`config.mk`:
```
export PLATFORM = sky130hd
export DESIGN_NAME = uart_rx
export DESIGN_NICKNAME = d
export VERILOG_FILES = /design/src/rtl/uart_pkg.sv /design/src/rtl/uart_sync.sv /design/src/rtl/uart_rx.sv
export SDC_FILE = /design/constraint.sdc
export NUM_CORES = 1
export LEC_CHECK = 0
export BUFFER_PORTS_ARGS = -buffer_cell sky130_fd_sc_hd__buf_2
export CAP_MARGIN = 10
export CORE_ASPECT_RATIO = 0.7
export CORE_UTILIZATION = 30
export DETAILED_ROUTE_END_ITERATION = 12
export PLACE_DENSITY = 0.49
export SLEW_MARGIN = 20
export SYNTH_ARGS = -nofsm -noshare
export SYNTH_HDL_FRONTEND = slang
export SYNTH_SLANG_ARGS = --single-unit
```
`constraint.sdc`:
```
create_clock -name clk_i -period 2.38 [get_ports clk_i]
set_input_delay 0.119 -clock clk_i [delete_from_list [all_inputs] [get_ports clk_i]]
set_output_delay 0.119 -clock clk_i [all_outputs]
set_load 0.03 [all_outputs]
```
`src/rtl/uart_pkg.sv`:
```
// uart_pkg: shared state type and constants for the UART receiver.
// Optional feature macro: UART_RX_PARITY_EN (adds the even-parity PARITY state).
package uart_pkg;

    localparam int unsigned UART_DIVISOR_DEFAULT = 434;

    typedef enum logic [2:0] {
        ST_IDLE   = 3'd0,
        ST_START  = 3'd1,
        ST_DATA   = 3'd2,
`ifdef UART_RX_PARITY_EN
        ST_PARITY = 3'd3,
`endif
        ST_STOP   = 3'd4,
        ST_BREAK  = 3'd5
    } uart_state_e;

    // 2-of-3 majority used to decide each serial bit
    function automatic logic majority3(input logic a, input logic b, input logic c);
        return (a & b) | (a & c) | (b & c);
    endfunction

endpackage

```
`src/rtl/uart_sync.sv`:
```
// uart_sync: 2-flop synchronizer for the asynchronous serial line; resets to idle-high.
module uart_sync (
    input  logic clk_i,
    input  logic rst_ni,
    input  logic d_i,
    output logic q_o
);

    logic meta_q, meta_d;
    logic sync_q, sync_d;

    // next values: shift the line through two stages
    always_comb begin
        meta_d = d_i;
        sync_d = meta_q;
    end

    // synchronizer flops, reset to the idle line level
    always_ff @(posedge clk_i or negedge rst_ni) begin
        if (!rst_ni) begin
            meta_q <= 1'b1;
            sync_q <= 1'b1;
        end else begin
            meta_q <= meta_d;
            sync_q <= sync_d;
        end
    end

    assign q_o = sync_q;

endmodule

```
`src/rtl/uart_rx.sv`:
```
// uart_rx: 8-bit asynchronous serial receiver with 3-sample majority vote per bit.
// Optional feature macro: UART_RX_PARITY_EN (even parity bit between data and stop).
module uart_rx
    import uart_pkg::*;
#(
    parameter int unsigned UART_DIVISOR = UART_DIVISOR_DEFAULT
) (
    input  logic       clk_i,
    input  logic       rst_ni,
    input  logic       rxd_i,
    input  logic       rd_i,
    output logic [7:0] data_o,
    output logic       rx_ready_o,
    output logic       frame_err_o,
    output logic       overrun_o,
    output logic       busy_o
);

    localparam int unsigned CW   = $clog2(UART_DIVISOR);
    localparam int unsigned HALF = UART_DIVISOR / 2;
    typedef logic [CW-1:0] cnt_t;
    localparam cnt_t CNT_H_M1 = cnt_t'(HALF - 1);
    localparam cnt_t CNT_H    = cnt_t'(HALF);
    localparam cnt_t CNT_H_P1 = cnt_t'(HALF + 1);
    localparam cnt_t CNT_LAST = cnt_t'(UART_DIVISOR - 1);

    logic        rxs;
    logic        rxs_prev_q, rxs_prev_d;
    uart_state_e state_q, state_d;
    cnt_t        cnt_q, cnt_d;
    logic [2:0]  bit_idx_q, bit_idx_d;
    logic [7:0]  shift_q, shift_d;
    logic        s0_q, s0_d, s1_q, s1_d;
    logic [7:0]  data_q, data_d;
    logic        ready_q, ready_d;
    logic        ferr_q, ferr_d;
    logic        ovr_q, ovr_d;
    logic        at_last, at_decide, vote;
    logic        deliver, frame_bad, par_ok, par_bad;

    uart_sync u_sync (
        .clk_i  (clk_i),
        .rst_ni (rst_ni),
        .d_i    (rxd_i),
        .q_o    (rxs)
    );

    assign at_last   = (cnt_q == CNT_LAST);
    assign at_decide = (cnt_q == CNT_H_P1);
    assign vote      = majority3(s0_q, s1_q, rxs);

`ifdef UART_RX_PARITY_EN
    logic par_err_q, par_err_d;
    assign par_bad = (state_q == ST_PARITY) && at_decide && (vote != ^shift_q);
    assign par_ok  = !par_err_q;
`else
    assign par_bad = 1'b0;
    assign par_ok  = 1'b1;
`endif

    assign deliver   = (state_q == ST_STOP) && at_decide && vote && par_ok;
    assign frame_bad = ((state_q == ST_STOP) && at_decide && !vote) || par_bad;

    // state register
    always_ff @(posedge clk_i or negedge rst_ni) begin
        if (!rst_ni) state_q <= ST_IDLE;
        else         state_q <= state_d;
    end

    // next-state logic
    always_comb begin
        state_d = state_q;
        unique case (state_q)
            ST_IDLE:   if (rxs_prev_q && !rxs) state_d = ST_START;
            ST_START:  if (at_decide && vote) state_d = ST_IDLE;
                       else if (at_last)      state_d = ST_DATA;
`ifdef UART_RX_PARITY_EN
            ST_DATA:   if (at_last && bit_idx_q == 3'd7) state_d = ST_PARITY;
            ST_PARITY: if (at_last) state_d = ST_STOP;
`else
            ST_DATA:   if (at_last && bit_idx_q == 3'd7) state_d = ST_STOP;
`endif
            ST_STOP:   if (at_decide) state_d = vote ? ST_IDLE : ST_BREAK;
            ST_BREAK:  if (rxs) state_d = ST_IDLE;
            default:   state_d = ST_IDLE;
        endcase
    end

    // output logic
    always_comb begin
        busy_o = (state_q != ST_IDLE);
    end

    // datapath next values: counter, samples, shift register, delivery and flags
    always_comb begin
        rxs_prev_d = rxs;
        cnt_d      = cnt_q;
        bit_idx_d  = bit_idx_q;
        shift_d    = shift_q;
        s0_d       = (cnt_q == CNT_H_M1) ? rxs : s0_q;
        s1_d       = (cnt_q == CNT_H)    ? rxs : s1_q;
        data_d     = data_q;
        ready_d    = ready_q;
        ferr_d     = ferr_q;
        ovr_d      = ovr_q;

        // DATA restarts the count per bit; BREAK saturates instead of wrapping
        if (state_d != state_q || (state_q == ST_DATA && at_last))
            cnt_d = '0;
        else if (state_q != ST_IDLE && !at_last)
            cnt_d = cnt_q + cnt_t'(1);

        if (state_q == ST_START)
            bit_idx_d = '0;
        else if (state_q == ST_DATA && at_last)
            bit_idx_d = bit_idx_q + 3'd1;

        if (state_q == ST_DATA && at_decide)
            shift_d = {vote, shift_q[7:1]};

        // rd clears first so a same-cycle delivery or error still lands
        if (rd_i) begin
            ready_d = 1'b0;
            ferr_d  = 1'b0;
            ovr_d   = 1'b0;
        end
        if (deliver) begin
            data_d  = shift_q;
            ready_d = 1'b1;
            if (ready_q && !rd_i) ovr_d = 1'b1;
        end
        if (frame_bad)
            ferr_d = 1'b1;
    end

`ifdef UART_RX_PARITY_EN
    // remember a parity mismatch so STOP discards the byte
    always_comb begin
        par_err_d = par_err_q;
        if (state_q == ST_START) par_err_d = 1'b0;
        else if (par_bad)        par_err_d = 1'b1;
    end

    // parity error flop
    always_ff @(posedge clk_i or negedge rst_ni) begin
        if (!rst_ni) par_err_q <= 1'b0;
        else         par_err_q <= par_err_d;
    end
`endif

    // datapath registers
    always_ff @(posedge clk_i or negedge rst_ni) begin
        if (!rst_ni) begin
            rxs_prev_q <= 1'b1;
            cnt_q      <= '0;
            bit_idx_q  <= '0;
            shift_q    <= '0;
            s0_q       <= 1'b1;
            s1_q       <= 1'b1;
            data_q     <= '0;
            ready_q    <= 1'b0;
            ferr_q     <= 1'b0;
            ovr_q      <= 1'b0;
        end else begin
            rxs_prev_q <= rxs_prev_d;
            cnt_q      <= cnt_d;
            bit_idx_q  <= bit_idx_d;
            shift_q    <= shift_d;
            s0_q       <= s0_d;
            s1_q       <= s1_d;
            data_q     <= data_d;
            ready_q    <= ready_d;
            ferr_q     <= ferr_d;
            ovr_q      <= ovr_d;
        end
    end

    assign data_o      = data_q;
    assign rx_ready_o  = ready_q;
    assign frame_err_o = ferr_q;
    assign overrun_o   = ovr_q;

endmodule

```
# Word-level counts from Yosys, hierarchy flattened
# Index checks and enable logic that the tools add are counted.
# totals
rom_bits	0
in_bits	4
ramBits	0
regBits	39
mem_count	0
output_inout_bits	12
word_cells	69
latchBits	0
# op_classes
reduce_logical	21
bitwise	5
shifts	0
magnitude_cmp	0
mul	0
n_eq_ne	10
div	0
n_mux	18
n_addsub	2
# op_table
op	n
$eq A9 B8 Y1 const B	3
$mux W3	9
$mux W9	2
$pmux W3 S5	1
$logic_and A1 B1 Y1	10
$add A9 B1 Y9 const B	1
$eq A3 B3 Y1 const B	3
$eq A9 B9 Y1 const B	1
$reduce_bool A2 Y1	4
$mux W1	6
$logic_not A1 Y1	4
$add A3 B1 Y3 const B	1
$and A1 B1 Y1	3
$eq A3 B1 Y1 const B	1
$eq A3 B2 Y1 const B	1
$logic_not A3 Y1	1
$ne A3 B3 Y1	1
$reduce_bool A3 Y1	1
$or A1 B1 Y1	2
$logic_or A1 B1 Y1	1

# Longest topological paths before layout
# Gate-level depths: netlist of the first run.
# logic_depth
depth_word	9
depth_mapped	6
mapped_depth_nobuf	6

# Cells and area by module
# A second synthesis of the first run with hierarchy kept.
# unflattened
cells_unflattened	176
hier_area_um2	2000.7
# by_module_without_submodules
mod	area_each_um2	instances	cells_each
uart_rx	1948.1	1	174
uart_sync	52.6	1	2

# Worst setup path after synthesis of the first run
# OpenSTA, ideal clock, no wires.
# synth_timing
path_kind	flip-flop to flip-flop
from	register cnt_q[0]
to	register data_q[0] (netlist: data_o[0])
setup_slack_ps	622
path_stages_with_launch	7
required_time_ps	2255
arrival_time_ps	1634
setup_time_ps	125
cell_sequence	dfrtp_1 -> inv_1 -> ha_1 -> and4b_1 -> and3_2 -> nand2_2 -> mux2_2
# synth_via
elab_chain_len	3
# synth_rtl
element	line	rtl
start, declared	uart_rx.sv:30	cnt_t cnt_q, cnt_d;
start signal, assigned	uart_rx.sv:166	cnt_q <= cnt_d;
$eq A9 B8 Y1	uart_rx.sv:49	assign at_decide = (cnt_q == CNT_H_P1);
$logic_and A1 B1 Y1 (2 in a row)	uart_rx.sv:61	assign deliver = (state_q == ST_STOP) && at_decide && vote && par_ok;
end signal, assigned	uart_rx.sv:171	data_q <= data_d;
end, declared	uart_rx.sv:34	logic [7:0] data_q, data_d;
# No other way between the ends.
# A chain may end at the register's enable or synchronous reset.

# Final worst setup path of the first run
# layout_timing
from	register cnt_q[0]
to	register cnt_q[0]
# layout_via
elab_chain_len	7
# layout_rtl
element	line	rtl
$eq A9 B9 Y1 / $eq A9 B8 Y1 (equally long branches)	uart_rx.sv:48, uart_rx.sv:49	
$mux W3 (tied with other cells)	uart_rx.sv:76	else if (at_last) state_d = ST_DATA;
$mux W3, on equally long branches	uart_rx.sv:75, uart_rx.sv:81	
$pmux W3 S5	uart_rx.sv:73	unique case (state_q)
$ne A3 B3 Y1	uart_rx.sv:108	if (state_d != state_q || (state_q == ST_DATA && at_last))
$logic_or A1 B1 Y1	uart_rx.sv:108	
$mux W9 / $reduce_bool A2 Y1 (equally long branches)	n/a	
# Several ways; a longest one is shown, not always the timed one. The select of a mux whose other input is x is not followed.

==> flow_metrics.env, run 1 <==
export IMPL_status="finished clean"
export IMPL_io_pins=16
export IMPL_grt_max_degree=40
export IMPL_cts_sinks=39
export IMPL_rsz0062_at_grt="false"
export IMPL_yosysMostFrequentCell="dfrtp_1"
export IMPL_fin_tns_setup_ps=0
export IMPL_grt_pass1_vias=1424
export IMPL_insertion_delay_ps=290
export IMPL_ys_flop_type="dfrtp_1"
export IMPL_drc_errors=0
export IMPL_die_area_um2=6840
export IMPL_arrival_ps=2180
export IMPL_grt_util_all_layers=0.130
export IMPL_combinationalPowerShare=0.157
export IMPL_antenna_found_initial=0
export IMPL_p_leak_nw=1.00
export IMPL_gp_congestion=0.839
export IMPL_slew_viol_final=0
export IMPL_setup_violations=0
export IMPL_drive_gt1_frac=0.322
export IMPL_die_width_um=98.4
export IMPL_timing_rr_start="cnt_q[0]"
export IMPL_rr_worst_depth=6
export IMPL_ir_drop_mv=0.327
export IMPL_maxCapViolations=0
export IMPL_critPathLaunchType="flop"
export IMPL_design_area_um2=2240
export IMPL_max_freq_ghz=0.489
export IMPL_synthTopCellsByArea="dfrtp_1 44%, mux2_2 10%, dfstp_2 6.7%, ha_1 3.8%, a211oi_1 3.5%"
export IMPL_dp_hpwl_um=2810
export IMPL_power_density_nw_per_um2=698
export IMPL_drtIter0Drc=72
export IMPL_p_int_w=0.00113
export IMPL_initial_core_util=0.313
export IMPL_syn_inst=160
export IMPL_placed_cell_area_um2=2110
export IMPL_synth_cell_type_count=43
export IMPL_r2r_end="cnt_q[0]"
export IMPL_ys_seq_area_frac=0.503
export IMPL_routed_wl_um=4010
export IMPL_min_period_over_period=0.860
export IMPL_vias_per_cell=5.20
export IMPL_seq_power_share=0.493
export IMPL_power_frac_clock=0.350
export IMPL_cp_required_ps=2520
export IMPL_utilization=0.359
export IMPL_tightest_slew_ps=872
export IMPL_syn_to_final_growth_pct=14.9
export IMPL_port_buffers=15
export IMPL_holdPathStages=2
export IMPL_grt_pass1_wl_um=6980
export IMPL_synth_seq_cells=39
export IMPL_synth_top_area_cell="dfrtp_1"
export IMPL_min_to="overrun_o"
export IMPL_cts_root_buf="clkbuf_8"
export IMPL_rrSetupSlack_ps=330
export IMPL_antenna_cells=0
export IMPL_synth_edf_count=0
export IMPL_p_sw_w=0.000442
export IMPL_clk_pin_slew_ps=80
export IMPL_cts_tree="done"
export IMPL_yosysTopAreaCellShare=0.436
export IMPL_core_area_um2=6250
export IMPL_synth_fp_nets=170
export IMPL_ctsLongestPathBuffers=2
export IMPL_wire_per_inst_um=15.4
export IMPL_crit_fanout=9
export IMPL_min_period_ps=2050
export IMPL_die_height_um=69.5
export IMPL_first_pass_iters=6
export IMPL_finalHoldViolations=0
export IMPL_numCtsBuffers=5
export IMPL_ant_nets=0
export IMPL_vias=1357
export IMPL_hp_start="rd_i"
export IMPL_synthTopCellsByCount="34 x dfrtp_1, 18 x mux2_2, 9 x a211oi_1, 9 x o21ai_0"
export IMPL_end_kind="flop"
export IMPL_postSynth_asyncResetShare=1.00
export IMPL_relSlewSlack=0.419
export IMPL_syn_avg_cell_area_um2=12.2
export IMPL_grt_overflow_total=0
export IMPL_rows=24
export IMPL_skew_ps=11.5
export IMPL_holdCritPathClass="input pin to flop"
export IMPL_final_net_count=192
export IMPL_htree_levels=2
export IMPL_synth_cell_area_um2=1950
export IMPL_synth_warning_count=0
export IMPL_switching_share=0.282
export IMPL_crit_type="flop to flop"
[worst max-delay path, cell delays in order, from the launching register on]
cell	delay, ps
dfrtp_1	440
inv_1	120
ha_1	210
and4b_1	300
nand4b_1	200
a21oi_2	460
a211oi_1	160
[area by class of cell]
cell class,count,area [um2]
multi-input cells,109,915
inverters,8,30.0
clock buffers,6,72.6
flip-flops and latches,39,982
repair buffers,19,110
well taps,78,97.6
clock inverters,2,37.5
fillers,623,4000
[cell usage in the layout, fill, tap and decap left out, drive strengths merged, types with 5 or more instances in the layout]
cell | netlist | layout
clkbuf | 0 | 6
nand2 | 9 | 9
dfstp | 5 | 5
mux2 | 18 | 18
inv | 8 | 8
ha | 6 | 6
dfrtp | 34 | 34
buf | 4 | 17
xnor2 | 5 | 5
a211oi | 9 | 9
nand3 | 5 | 5
o21ai | 9 | 9
[per-layer routing]
metal | vias up | GRT usage | routed length (um)
met2 | 36 | 0.192 | 1790
li1 | 637 | - | -
met4 | 0 | 0.0580 | 87
met5 | - | 0 | 0
met1 | 675 | 0.181 | 1990
met3 | 9 | 0.0323 | 142
[cell families after synthesis]
group | Yosys count | synth area share
xor gates and xnor gates | 8 | 0.0359
and+or+nand+nor | 42 | 0.163
adders and majority gates | 7 | 0.0436
DFF | 39 | 0.503
AOI/OAI and AO/OA | 34 | 0.122
muxes | 18 | 0.104
buffers and inverters | 12 | 0.0288
[sequential cells by signal, summed over array words and instances, names as in the netlist]
| name | cells |
|---|---|
| shift_q | 8 |
| cnt_q | 9 |
| state_q | 3 |
| s0_q | 1 |
| bit_idx_q | 3 |
| data_o | 8 |
| frame_err_o | 1 |
| rxs_prev_q | 1 |
| rx_ready_o | 1 |
| s1_q | 1 |
| u_sync.meta_q | 1 |
| overrun_o | 1 |
| u_sync.q_o | 1 |
[per-stage QoR]
step | cells | total power, W | hold WS, ps | setup slack [ps]
2_1_floorplan | 160 | 0.000947 | -177 | 622
3_3_place_gp | 251 | 0.00101 | 226 | 488
3_5_place_dp | 251 | 0.00102 | 227 | 366
4_1_cts | 261 | 0.00158 | 13.1 | 338
5_1_grt | 261 | 0.00166 | 11.3 | 150
6_report | 261 | 0.00157 | 15.0 | 334
[power groups by stage]
stage	registers [W]	clock network (W)	logic, W
after floorplan	0.000759	0	0.000188
after global routing	0.000781	0.000600	0.000279
after detailed placement	0.000782	0	0.000240
after global placement	0.000778	0	0.000233
final	0.000773	0.000548	0.000247
after CTS	0.000770	0.000564	0.000246
[worst max path at each step]
stage,start,endpoint
3_3_place_gp,cnt_q[1],cnt_q[0]
3_5_place_dp,cnt_q[0],cnt_q[7]
4_1_cts,cnt_q[0],cnt_q[0]
2_1_floorplan,cnt_q[0],data_o[0]
6_report,cnt_q[0],cnt_q[0]
5_1_grt,cnt_q[0],cnt_q[6]
[what timing repair did]
action                                 4_1_cts  5_1_grt
gates resized for setup                      0        0
endpoints found under the hold margin       35        0
hold buffers                                 2        0
buffers inserted                             0        0
No activity file was read; power rests on OpenSTA's default activity.
==> run 2: changes to the inputs <==
--- a/config.mk
+++ b/config.mk
@@ -7,10 +7,12 @@
 export LEC_CHECK = 0
 export BUFFER_PORTS_ARGS = -buffer_cell sky130_fd_sc_hd__buf_2
 export CAP_MARGIN = 10
+export CELL_PAD_IN_SITES_DETAIL_PLACEMENT = 1
+export CELL_PAD_IN_SITES_GLOBAL_PLACEMENT = 2
 export CORE_ASPECT_RATIO = 0.7
 export CORE_UTILIZATION = 30
 export DETAILED_ROUTE_END_ITERATION = 12
-export PLACE_DENSITY = 0.49
+export PLACE_DENSITY = 0.64
 export SLEW_MARGIN = 20
 export SYNTH_ARGS = -nofsm -noshare
 export SYNTH_HDL_FRONTEND = slang
==> run 2 against run 1 <==
Effect of this change:
- the flow now finishes with violations (design-rule violations)
- register-to-register slack lost 100 ps
- total power shrank 5.2%
- worst setup slack lost 100 ps
- clock power shrank 18%
- sequential share of layout area shrank 0.22 points
- final cell count grew 1.5%
- die area is the same
- critical path type unchanged
- largest cell class unchanged
==> flow_metrics.env, run 2 (synthesized netlist as in run 1, its figures left out) <==
export IMPL_cts_root_buf="clkbuf_8"
export IMPL_initial_core_util=0.313
export IMPL_end_kind="flop"
export IMPL_die_width_um=98.4
export IMPL_core_area_um2=6250
export IMPL_syn_to_final_growth_pct=15.5
export IMPL_skew_ps=5.73
export IMPL_numCtsBuffers=5
export IMPL_p_total_w=0.00149
export IMPL_p_sw_w=0.000459
export IMPL_crit_fanout=15
export IMPL_rows=24
export IMPL_utilization=0.361
export IMPL_cts_sinks=39
export IMPL_wire_per_inst_um=16.6
export IMPL_seq_power_share=0.521
export IMPL_grt_pass1_vias=1484
export IMPL_port_buffers=15
export IMPL_ctsHoldBuffers=2
export IMPL_antenna_cells=0
export IMPL_final_common_cell="dfrtp_1"
export IMPL_die_area_um2=6840
export IMPL_cts_tree="done"
export IMPL_ir_drop_mv=0.195
export IMPL_drive_gt1_frac=0.337
export IMPL_status="complete, but fails checks"
export IMPL_ctsLongestPathBuffers=2
export IMPL_htree_levels=2
export IMPL_max_freq_ghz=0.465
export IMPL_top_register="cnt_q"
export IMPL_insertion_delay_ps=290
export IMPL_maxCapViolations=0
export IMPL_gp_congestion=0.789
export IMPL_min_period_ps=2150
export IMPL_drtIter0Drc=42
export IMPL_rsz0062_at_grt="false"
export IMPL_slew_viol_final=0
export IMPL_setup_violations=0
export IMPL_switching_share=0.309
export IMPL_tightest_slew_ps=891
export IMPL_dp_hpwl_um=3110
export IMPL_final_cell_mix="34 x dfrtp_1, 18 x mux2_2, 15 x buf_2"
export IMPL_io_pins=16
export IMPL_min_period_over_period=0.904
export IMPL_ant_nets=0
export IMPL_clk_pin_slew_ps=80
export IMPL_power_frac_clock=0.302
export IMPL_routed_wl_um=4390
export IMPL_vias=1378
export IMPL_p_leak_nw=1.01
export IMPL_placed_cell_area_um2=2140
export IMPL_grt_overflow_total=0
export IMPL_p_int_w=0.00103
export IMPL_rrSetupSlack_ps=230
export IMPL_first_pass_iters=8
export IMPL_grt_pass1_wl_um=7780
export IMPL_final_net_count=196
export IMPL_arrival_ps=2300
export IMPL_vias_per_cell=5.20
export IMPL_relSlewSlack=0.406
export IMPL_critPathMaxStageDelay_ps=680
export IMPL_grt_util_all_layers=0.147
export IMPL_power_density_nw_per_um2=659
export IMPL_holdCritPathClass="flop to flop"
export IMPL_cts_setup_buffers=0
export IMPL_combinationalPowerShare=0.178
export IMPL_path_cells="nor3b_1, nand4b_1, a21oi_2, buf_4, a211oi_1"
export IMPL_fin_tns_setup_ps=0
export IMPL_drc_errors=1
export IMPL_crit_type="flop to flop"
export IMPL_finalHoldViolations=0
export IMPL_violations="design-rule violations"
export IMPL_cp_required_ps=2530
export IMPL_antenna_found_initial=0
export IMPL_grt_max_degree=40
export IMPL_critPathLaunchType="flop"
export IMPL_design_area_um2=2260
export IMPL_die_height_um=69.5
export IMPL_largest_reg_flops=9
export IMPL_cpMaxStageDelayCell="nor3b_1"
export IMPL_cts_repair_resized=0
[run 2: cell count changes in the layout (fill, tap and decap cells not counted), sizes merged]
cell,change
clkbuf,-1
bufinv,-1
clkinvlp,+1
clkinv,+1
buf,+3
dlygate4sd3,+1
[run 2: power groups by stage]
stage	registers [W]	clock network, W	logic (W)
6_report	0.000774	0.000448	0.000264
5_1_grt	0.000784	0.000493	0.000297
4_1_cts	0.000773	0.000467	0.000265
3_3_place_gp	0.000781	0	0.000253
2_1_floorplan	0.000759	0	0.000188
3_5_place_dp	0.000786	0	0.000262
[run 2: path summary, 6_finish.rpt]
kind | start | endpoint | cells past startpoint
worst max-delay path | state_q[0] | cnt_q[7] | 5
worst min-delay path | u_sync.meta_q | u_sync.q_o | 0
worst max register to register | state_q[0] | cnt_q[7] | 5
worst min register to register | u_sync.meta_q | u_sync.q_o | 0
max in group asynchronous | rst_ni | overrun_o | 2
min in group asynchronous | rst_ni | bit_idx_q[1] | 2
[run 2: layer usage]
| metal | part of all wire | track usage | up-vias |
|---|---|---|---|
| li1 | - | - | 650 |
| met4 | 0.0089 | 0.0348 | 0 |
| met2 | 0.44 | 0.218 | 13 |
| met5 | 0 | 0 | - |
| met3 | 0.026 | 0.0333 | 5 |
| met1 | 0.53 | 0.216 | 710 |
[run 2: area by class of cell]
| type | count | area, um2 |
|---|---|---|
| multi-input combinational | 109 | 915 |
| fill | 680 | 3990 |
| tap | 78 | 97.6 |
| inverter | 8 | 30.0 |
| clock buffer | 5 | 68.8 |
| timing repair buffer | 23 | 143 |
| sequential | 39 | 982 |
| clock inverter | 3 | 20.0 |
[run 2: metrics by stage]
stage	cells	setup WS [ps]	hold slack (ps)
2_1_floorplan	160	622	-177
3_3_place_gp	254	269	225
3_5_place_dp	254	261	231
4_1_cts	264	235	1.85
5_1_grt	265	11.5	370
6_report	265	229	367
[run 2: worst max-delay path: cells and delay by family, from the launching register on]
family,cells,cell delay (ps)
AOI/OAI and AO/OA,2,270
buffers and inverters,1,180
DFF,1,590
and+or+nand+nor,2,970
